===== src/rtl/axis_width_downsizer.sv =====
// AXI-Stream width downsizer: splits IN_WIDTH words into RATIO output beats, LSB slice first.
// Packet framing via pkt_len/tlast, synchronous flush and a running output-beat counter.
module axis_width_downsizer #(
  parameter int unsigned IN_WIDTH  = 128,
  parameter int unsigned OUT_WIDTH = 32,
  parameter int unsigned CNT_WIDTH = 16
) (
  input  logic                 pl_clk,
  input  logic                 rst,
  input  logic                 flush,
  input  logic [IN_WIDTH-1:0]  s_axis_tdata,
  input  logic                 s_axis_tvalid,
  output logic                 s_axis_tready,
  output logic [OUT_WIDTH-1:0] m_axis_tdata,
  output logic                 m_axis_tvalid,
  input  logic                 m_axis_tready,
  output logic                 m_axis_tlast,
  input  logic [CNT_WIDTH-1:0] pkt_len,
  output logic                 busy,
  output logic [31:0]          beats_out
);

  localparam int unsigned RATIO = IN_WIDTH / OUT_WIDTH;
  localparam int unsigned IDX_W = (RATIO > 1) ? $clog2(RATIO) : 1;
  localparam logic [IDX_W-1:0] LAST_IDX = IDX_W'(RATIO - 1);

  logic [RATIO-1:0][OUT_WIDTH-1:0] r_buf;
  logic                            r_full;
  logic [IDX_W-1:0]                r_idx;
  logic [CNT_WIDTH-1:0]            r_beat_cnt;
  logic [31:0]                     r_beats_out;

  logic w_last_slice;
  logic w_pkt_end;
  logic w_in_hs;
  logic w_out_hs;

  assign w_last_slice = (r_idx == LAST_IDX);
  assign w_pkt_end    = (pkt_len != '0) && (r_beat_cnt >= pkt_len - CNT_WIDTH'(1));

  // rst is folded in so the upstream sees not-ready for the whole reset window
  assign s_axis_tready = rst && !flush && (!r_full || (m_axis_tready && w_last_slice));
  assign w_in_hs       = s_axis_tvalid && s_axis_tready;
  assign w_out_hs      = r_full && m_axis_tready && !flush;

  generate
    if (RATIO == 1) begin : g_single
      assign m_axis_tdata = r_buf[0];
    end else begin : g_multi
      assign m_axis_tdata = r_buf[r_idx];
    end
  endgenerate

  assign m_axis_tvalid = r_full;
  assign m_axis_tlast  = r_full && w_pkt_end;
  assign busy          = r_full;
  assign beats_out     = r_beats_out;

  always_ff @(posedge pl_clk or negedge rst) begin
    if (!rst) begin
      r_buf       <= '0;
      r_full      <= 1'b0;
      r_idx       <= '0;
      r_beat_cnt  <= '0;
      r_beats_out <= '0;
    end else if (flush) begin
      r_full     <= 1'b0;
      r_idx      <= '0;
      r_beat_cnt <= '0;
    end else begin
      // An accepted word always wins over retiring the last slice on the same edge
      if (w_in_hs) begin
        r_buf  <= s_axis_tdata;
        r_full <= 1'b1;
        r_idx  <= '0;
      end else if (w_out_hs) begin
        if (w_last_slice) begin
          r_idx  <= '0;
          r_full <= 1'b0;
        end else begin
          r_idx <= r_idx + IDX_W'(1);
        end
      end
      if (w_out_hs) begin
        r_beats_out <= r_beats_out + 32'd1;
        r_beat_cnt  <= w_pkt_end ? '0 : r_beat_cnt + CNT_WIDTH'(1);
      end
    end
  end

endmodule


===== config.mk =====
export PLATFORM = sky130hd
export DESIGN_NAME = axis_width_downsizer
export DESIGN_NICKNAME = d
export VERILOG_FILES = /design/src/rtl/axis_width_downsizer.sv
export SDC_FILE = /design/constraint.sdc
export NUM_CORES = 1
export LEC_CHECK = 0
export BUFFER_PORTS_ARGS = -buffer_cell sky130_fd_sc_hd__buf_2
export CAP_MARGIN = 20
export CORE_UTILIZATION = 49
export CTS_CLUSTER_DIAMETER = 40
export DETAILED_ROUTE_END_ITERATION = 7
export PLACE_DENSITY = 0.84
export SETUP_SLACK_MARGIN = 0.02
export SLEW_MARGIN = 20
export SYNTH_ARGS = -nofsm -noshare
export SYNTH_HDL_FRONTEND = slang
export SYNTH_SLANG_ARGS = --single-unit

===== constraint.sdc =====
create_clock -name pl_clk -period 2.8 [get_ports pl_clk]
set_input_delay 0.28 -clock pl_clk [delete_from_list [all_inputs] [get_ports pl_clk]]
set_output_delay 0.28 -clock pl_clk [all_outputs]
set_load 0.01 [all_outputs]

==> reports/results.txt, run 1 <==
Vias in the first global route - 7008
Ys flop type - dfrtp_1
Grt ovf - 0
Worst EP required - 2.52 ns
GPL Wtd Cong - 0.845
Crit-path max cell delay - 0.49 ns
DIE AREA - 18400 sq um
Mapped Area - 8740 sq um
Sw Share - 0.276
Worst Max-Slew Pin Slew - 1.08 ns
Total track usage - 0.231
Power consumption - 6.77 mW
GR Util met2 - 0.375
Synth top area share - 0.513
DR vias - 7143
Combinational power share - 0.170
Mapped Nets - 1081
Avg Inst Size Synth - 9.59 sq um
Sw Pwr - 1.87 mW
Period utilization - 1.03
Fmax - 0.346 GHz
TritonRoute pass-1 iters - 5
Min-Delay Path Depth - 3
Arr. time, crit path - 2.61 ns
Part of the power in registers - 0.479
Max-Cap Viols - 0
Unrepaired setup endpoints after global routing - yes
Crit path max-delay family - simple AND/OR/NAND/NOR gates
Cells taking the most area after synthesis - dfrtp_1, nand2_1, mux4_2, ha_1, xnor2_1
Clock Latency Late Sink - 0.42 ns
Crit path depth - 12
DR WL/cell - 15.1 microns
Core Util, Final - 0.631
Area delta synth->final - 25.2%
Grt peak-use layer - met2
Starting Density - 0.503
CTS tree - done
Synthesized flop and latch total - 179
Root Buffer - clkbuf_16
WP buf/inv - 2
Clock power share - 0.351
Post-synth top cells - nand2_1, dfrtp_1, mux4_2
Cell Rows - 48
CTS H-tree lvls - 4
DRC errors left - 0
M3 GR Usage - 0.0400
CP Capture Type - primary output
Max-Slew Margin vs Limit - 0.282
Hold Fails Final Rpt - 0
Clk sinks - 179
Nets - 1307
Peak supply drop - 417 uV
Initial antenna violation count - 4
Register area share after synthesis - 0.513
Final Setup Violations - 1
Hold/Removal Path Class - in2reg
CP Class - in2out
Share of layout cells above drive strength 1 - 0.303
Largest net degree at the start of global routing - 81
Most common cell in the netlist - nand2_1
IO Count - 217
Largest fanout on the critical path - 2
Final Skew - 0.0197 ns
Setup slack after layout - -0.0914 ns
DIE HEIGHT - 136 microns
Antenna viol nets, final - 0
# fillers - 1415
Via-to-Cell Ratio - 5.19
CP most frequent cell - buf_2
Slowest cell on crit path - or4b_1
Global-route wire length before repair - 33400 microns
Placeable Area - 17400 sq um
Netlist cell types - 54
PwrDens - 618 nW/um^2
DP HPWL - 14500 microns
CTS Buf Count - 17
Clock buffer depth - 2
Yosys warns - 0
Clock Pin Slew Worst Setup and Hold Paths - 0.07 ns
Asr flop ratio synth - 1.00
Outcome - finished, violations left
Leak - 5.71 nW
FF-to-FF path depth - 11
Post-synth EDFFs - 0
Port Buffers - 216
Failing checks - negative setup slack
Min Tclk post-route - 2.89 ns
Die width - 136 microns
Startpoint types - input port
Int Pwr - 4.90 mW
Initial drt markers - 385
Total Routed Length - 20800 microns
Syn Inst Count - 911
Cell Chain, Critical Path - buf_2, nor4_4, nand2_1, or4b_1, xor2_1, ha_1, nand4_1, nor3_2, a31oi_1, a21o_4, nor2_2, buf_2
Leading area contributor after synthesis - dfrtp_1
Met1 Use GR - 0.301
Max Slew Vio Count - 0
routing by layer:
layer | vias up | share of wire
met5 | - | 0.0012
met4 | 4 | 0.031
met3 | 58 | 0.044
met2 | 238 | 0.49
met1 | 3389 | 0.43
li1 | 3454 | -
layout by cell type, fill, tap and decap left out, types with 4 or more instances in the layout:
master	synthesis	routed
a21oi_1	8	8
a31oi_1	13	9
xor2_1	17	17
nor2_2	3	4
and3_1	7	7
nand2_1	418	417
o21ai_0	7	5
buf_2	23	212
nor2_1	26	25
nand4_1	8	8
buf_4	1	26
mux4_2	32	32
buf_6	2	8
dfrtp_1	179	177
o2bb2ai_1	4	4
xnor2_1	27	27
o21ai_1	2	4
inv_1	14	14
ha_1	21	21
nor3_1	11	10
clkbuf_16	0	18
a31oi_4	0	4
nand3_1	26	25
area by class of cell:
type | count | area (sq um) | share of cell area
sequential | 179 | 4480 | 0.410
multi-input combinational | 673 | 4080 | 0.373
timing repair buffer | 252 | 1450 | 0.133
clock buffer | 19 | 443 | 0.0405
tap | 225 | 282 | 0.0257
clock inverter | 13 | 148 | 0.0135
inverter | 14 | 52.6 | 0.00480
antenna | 2 | 5.00 | 0.000457
cell families after synthesis:
group / Yosys count / share of synthesized area
simple gates: 528 / 0.260
flops: 179 / 0.513
buf+inv: 59 / 0.0321
compound gates: 44 / 0.0342
xor+xnor: 44 / 0.0441
mux: 36 / 0.0872
fa+ha+maj: 21 / 0.0301
power by group through the flow:
stage / sequential, mW / combinational [mW] / clock, mW
after floorplan: 3.21 / 0.696 / 0
after global placement: 3.24 / 1.10 / 0
after detailed placement: 3.28 / 1.15 / 0
after CTS: 3.23 / 1.16 / 2.44
after global routing: 3.28 / 1.30 / 2.55
final: 3.24 / 1.15 / 2.38
state kept, by name (all words and copies together), names as in the netlist:
signal,count
busy,1
beats_out,32
r_idx,2
r_beat_cnt,16
r_buf,128
stage by stage:
| stage | worst slack [ns] | setup TNS [ns] | hold slack, ns | cell area, sq um | instances |
|---|---|---|---|---|---|
| 6_report | -0.0914 | -0.0914 | 0.0412 | 10900 | 1377 |
| 2_1_floorplan | -0.0102 | -0.0203 | -0.0156 | 8740 | 911 |
| 5_1_grt | -0.227 | -0.644 | 0.0348 | 10900 | 1377 |
| 4_1_cts | -0.119 | -0.119 | 0.0297 | 10800 | 1372 |
| 3_5_place_dp | -0.269 | -3.18 | 0.159 | 10200 | 1338 |
| 3_3_place_gp | -0.153 | -1.46 | 0.159 | 10200 | 1338 |
what timing repair did:
| action | in CTS | in global routing |
|---|---|---|
| setup buffers | 1 | 2 |
| hold buffers | 1 | 0 |
| endpoints found under the setup margin | 1 | 15 |
| cloned | 0 | 1 |
| resized for setup | 3 | 22 |
| pin swaps | 2 | 8 |
| endpoints found under the hold margin | 23 | 0 |
tightest hold or removal path, cell delays in order:
cell     delay, ns
buf_2         0.07
nand2_1       0.04
nand2_1       0.04
final timing paths:
kind	to	start	slack (ns)
worst max register to register	r_beat_cnt[7]	r_beat_cnt[0]	0.37
worst min register to register	r_buf[69]	r_buf[69]	0.47
worst min-delay path	r_buf[106]	s_axis_tdata[106]	0.04
max in group asynchronous	beats_out[3]	rst	1.34
worst max-delay path	m_axis_tlast	pkt_len[3]	-0.09
min in group asynchronous	r_buf[111]	rst	0.28
(Power assumes the default switching activity.)
==> run 2: changes to the inputs <==
Settings changed: GPL_TIMING_DRIVEN set to 0.
==> reports/results.txt, run 2 (same netlist as run 1, synthesis figures left out) <==
Clk sinks - 179
Initial antenna violation count - 3
Hold Fails Final Rpt - 0
Worst slack, placed - -0.491 ns
Total Routed Length - 23400 microns
Max-Cap Viols - 0
Die width - 136 microns
Max FFs per register - 128
Clock buffer depth - 2
CTS H-tree lvls - 4
FF-to-FF path depth - 13
Most common cell after layout, fill and taps aside - nand2_1
CP Class - in2reg
Worst EP required - 3.12 ns
Most flops, register - r_buf
Worst Max-Slew Pin Slew - 0.801 ns
Share of layout cells above drive strength 1 - 0.309
DP HPWL - 16500 microns
DR WL/cell - 16.7 microns
Core Util, Final - 0.642
CTS tree - done
Largest net degree at the start of global routing - 77
Final Setup Violations - 16
Final Skew - 0.00745 ns
CP most frequent cell - buf_6
Outcome - finished, violations left
Startpoint types - input port
Starting Density - 0.503
PwrDens - 613 nW/um^2
TritonRoute pass-1 iters - 5
Max-Slew Margin vs Limit - 0.466
Clock Latency Late Sink - 0.43 ns
Slowest cell on crit path - or4b_4
Leak - 5.78 nW
DR vias - 7398
DRC errors left - 0
Total track usage - 0.260
# placed instances - 1354
Root Buffer - clkbuf_16
Power consumption - 6.83 mW
Fin cells - 1400
DIE AREA - 18400 sq um
Global-route wire length before repair - 36300 microns
Cell Rows - 48
Min Tclk post-route - 3.08 ns
Arr. time, crit path - 3.40 ns
Port Buffers - 216
Setup slack after layout - -0.282 ns
Peak supply drop - 407 uV
CTS Buf Count - 17
Area delta synth->final - 27.5%
Max Slew Vio Count - 0
Commonest non-fill, non-tap cells in the layout - nand2_1, buf_2, dfrtp_1
GPL Wtd Cong - 0.865
Grt ovf - 0
Fmax - 0.324 GHz
Via-to-Cell Ratio - 5.28
Vias in the first global route - 7320
Unrepaired setup endpoints after global routing - yes
Placeable Area - 17400 sq um
Crit-path max cell delay - 0.53 ns
Period utilization - 1.10
Initial drt markers - 381
DIE HEIGHT - 136 microns
Min-Delay Path Depth - 3
IO Count - 217
Failing checks - negative setup slack
Antenna viol nets, final - 0
Cell Chain, Critical Path - buf_8, nor4_4, nand2_2, or4b_4, xor2_1, ha_1, nand4_1, nor3_2, a31oi_1, a21o_4, buf_6, buf_6, buf_6, buf_8, a31o_4, a22o_1
Hold/Removal Path Class - in2reg
Nets - 1331
Clock Pin Slew Worst Setup and Hold Paths - 0.07 ns
Largest fanout on the critical path - 7
CP Capture Type - flop
## run 2: cell types whose count changed in the layout (fill, tap and decap cells not counted), moves of 5 or more
cell / before / now
a31oi_1: 9 / 4
buf_4: 26 / 9
buf_2: 212 / 234
a31oi_4: 4 / 9
clkbuf_1: 1 / 19
## run 2: routing by layer
layer | wire length, microns | vias to the layer above | track usage
met3 | 1340 | 49 | 0.0449
met5 | 23 | - | 0
met4 | 615 | 4 | 0.103
met1 | 9690 | 3598 | 0.336
met2 | 11800 | 246 | 0.435
li1 | - | 3501 | -
## run 2: area by class of cell
| type | instances | area (sq um) |
|---|---|---|
| antenna | 1 | 2.50 |
| clock inverter | 14 | 153 |
| tap | 225 | 282 |
| timing repair buffer | 232 | 1320 |
| inverter | 14 | 52.6 |
| sequential | 179 | 4480 |
| clock buffer | 18 | 429 |
| fill | 1414 | 6210 |
| multi-input combinational | 673 | 4200 |
| buffer | 44 | 225 |
## run 2: worst paths after layout
kind	endpoint	slack, ns	start
worst max-delay path	r_beat_cnt[15]	-0.28	pkt_len[3]
worst max register to register	r_beat_cnt[3]	0.20	r_beat_cnt[0]
worst min register to register	r_buf[100]	0.47	r_buf[100]
min in group asynchronous	r_buf[16]	0.31	rst
max in group asynchronous	beats_out[16]	1.83	rst
worst min-delay path	r_buf[72]	0.04	s_axis_tdata[72]
## run 2: metrics by stage
stage | hold WS, ns | cell area, sq um | setup TNS [ns]
CTS | 0.0225 | 10800 | -0.278
global route | 0.0333 | 11100 | -4.32
floorplan | -0.0156 | 8740 | -0.0203
global placement | 0.452 | 10100 | -532.24
finish | 0.0364 | 11100 | -2.73
detailed placement | 0.175 | 10200 | -5.93
## run 2: report_power, final
group,internal [mW],switching (mW)
clock network,1.33,1.06
logic,0.568,0.629
registers,2.99,0.253
## run 2: what timing repair did
item	in CTS	in global routing
endpoints found under the hold margin	35	0
endpoints found under the setup margin	2	14
pin swaps	8	14
gates cloned	0	1
hold buffers	1	0
gates resized for setup	11	37
setup buffers	6	6
## run 2: worst max-delay path, delay by kind of cell
kind	cells	cell delay, ns
buffers and inverters	5	0.56
xor gates and xnor gates	1	0.16
AOI/OAI and AO/OA	4	0.81
adders and majority gates	1	0.29
and+or+nand+nor	5	1.31
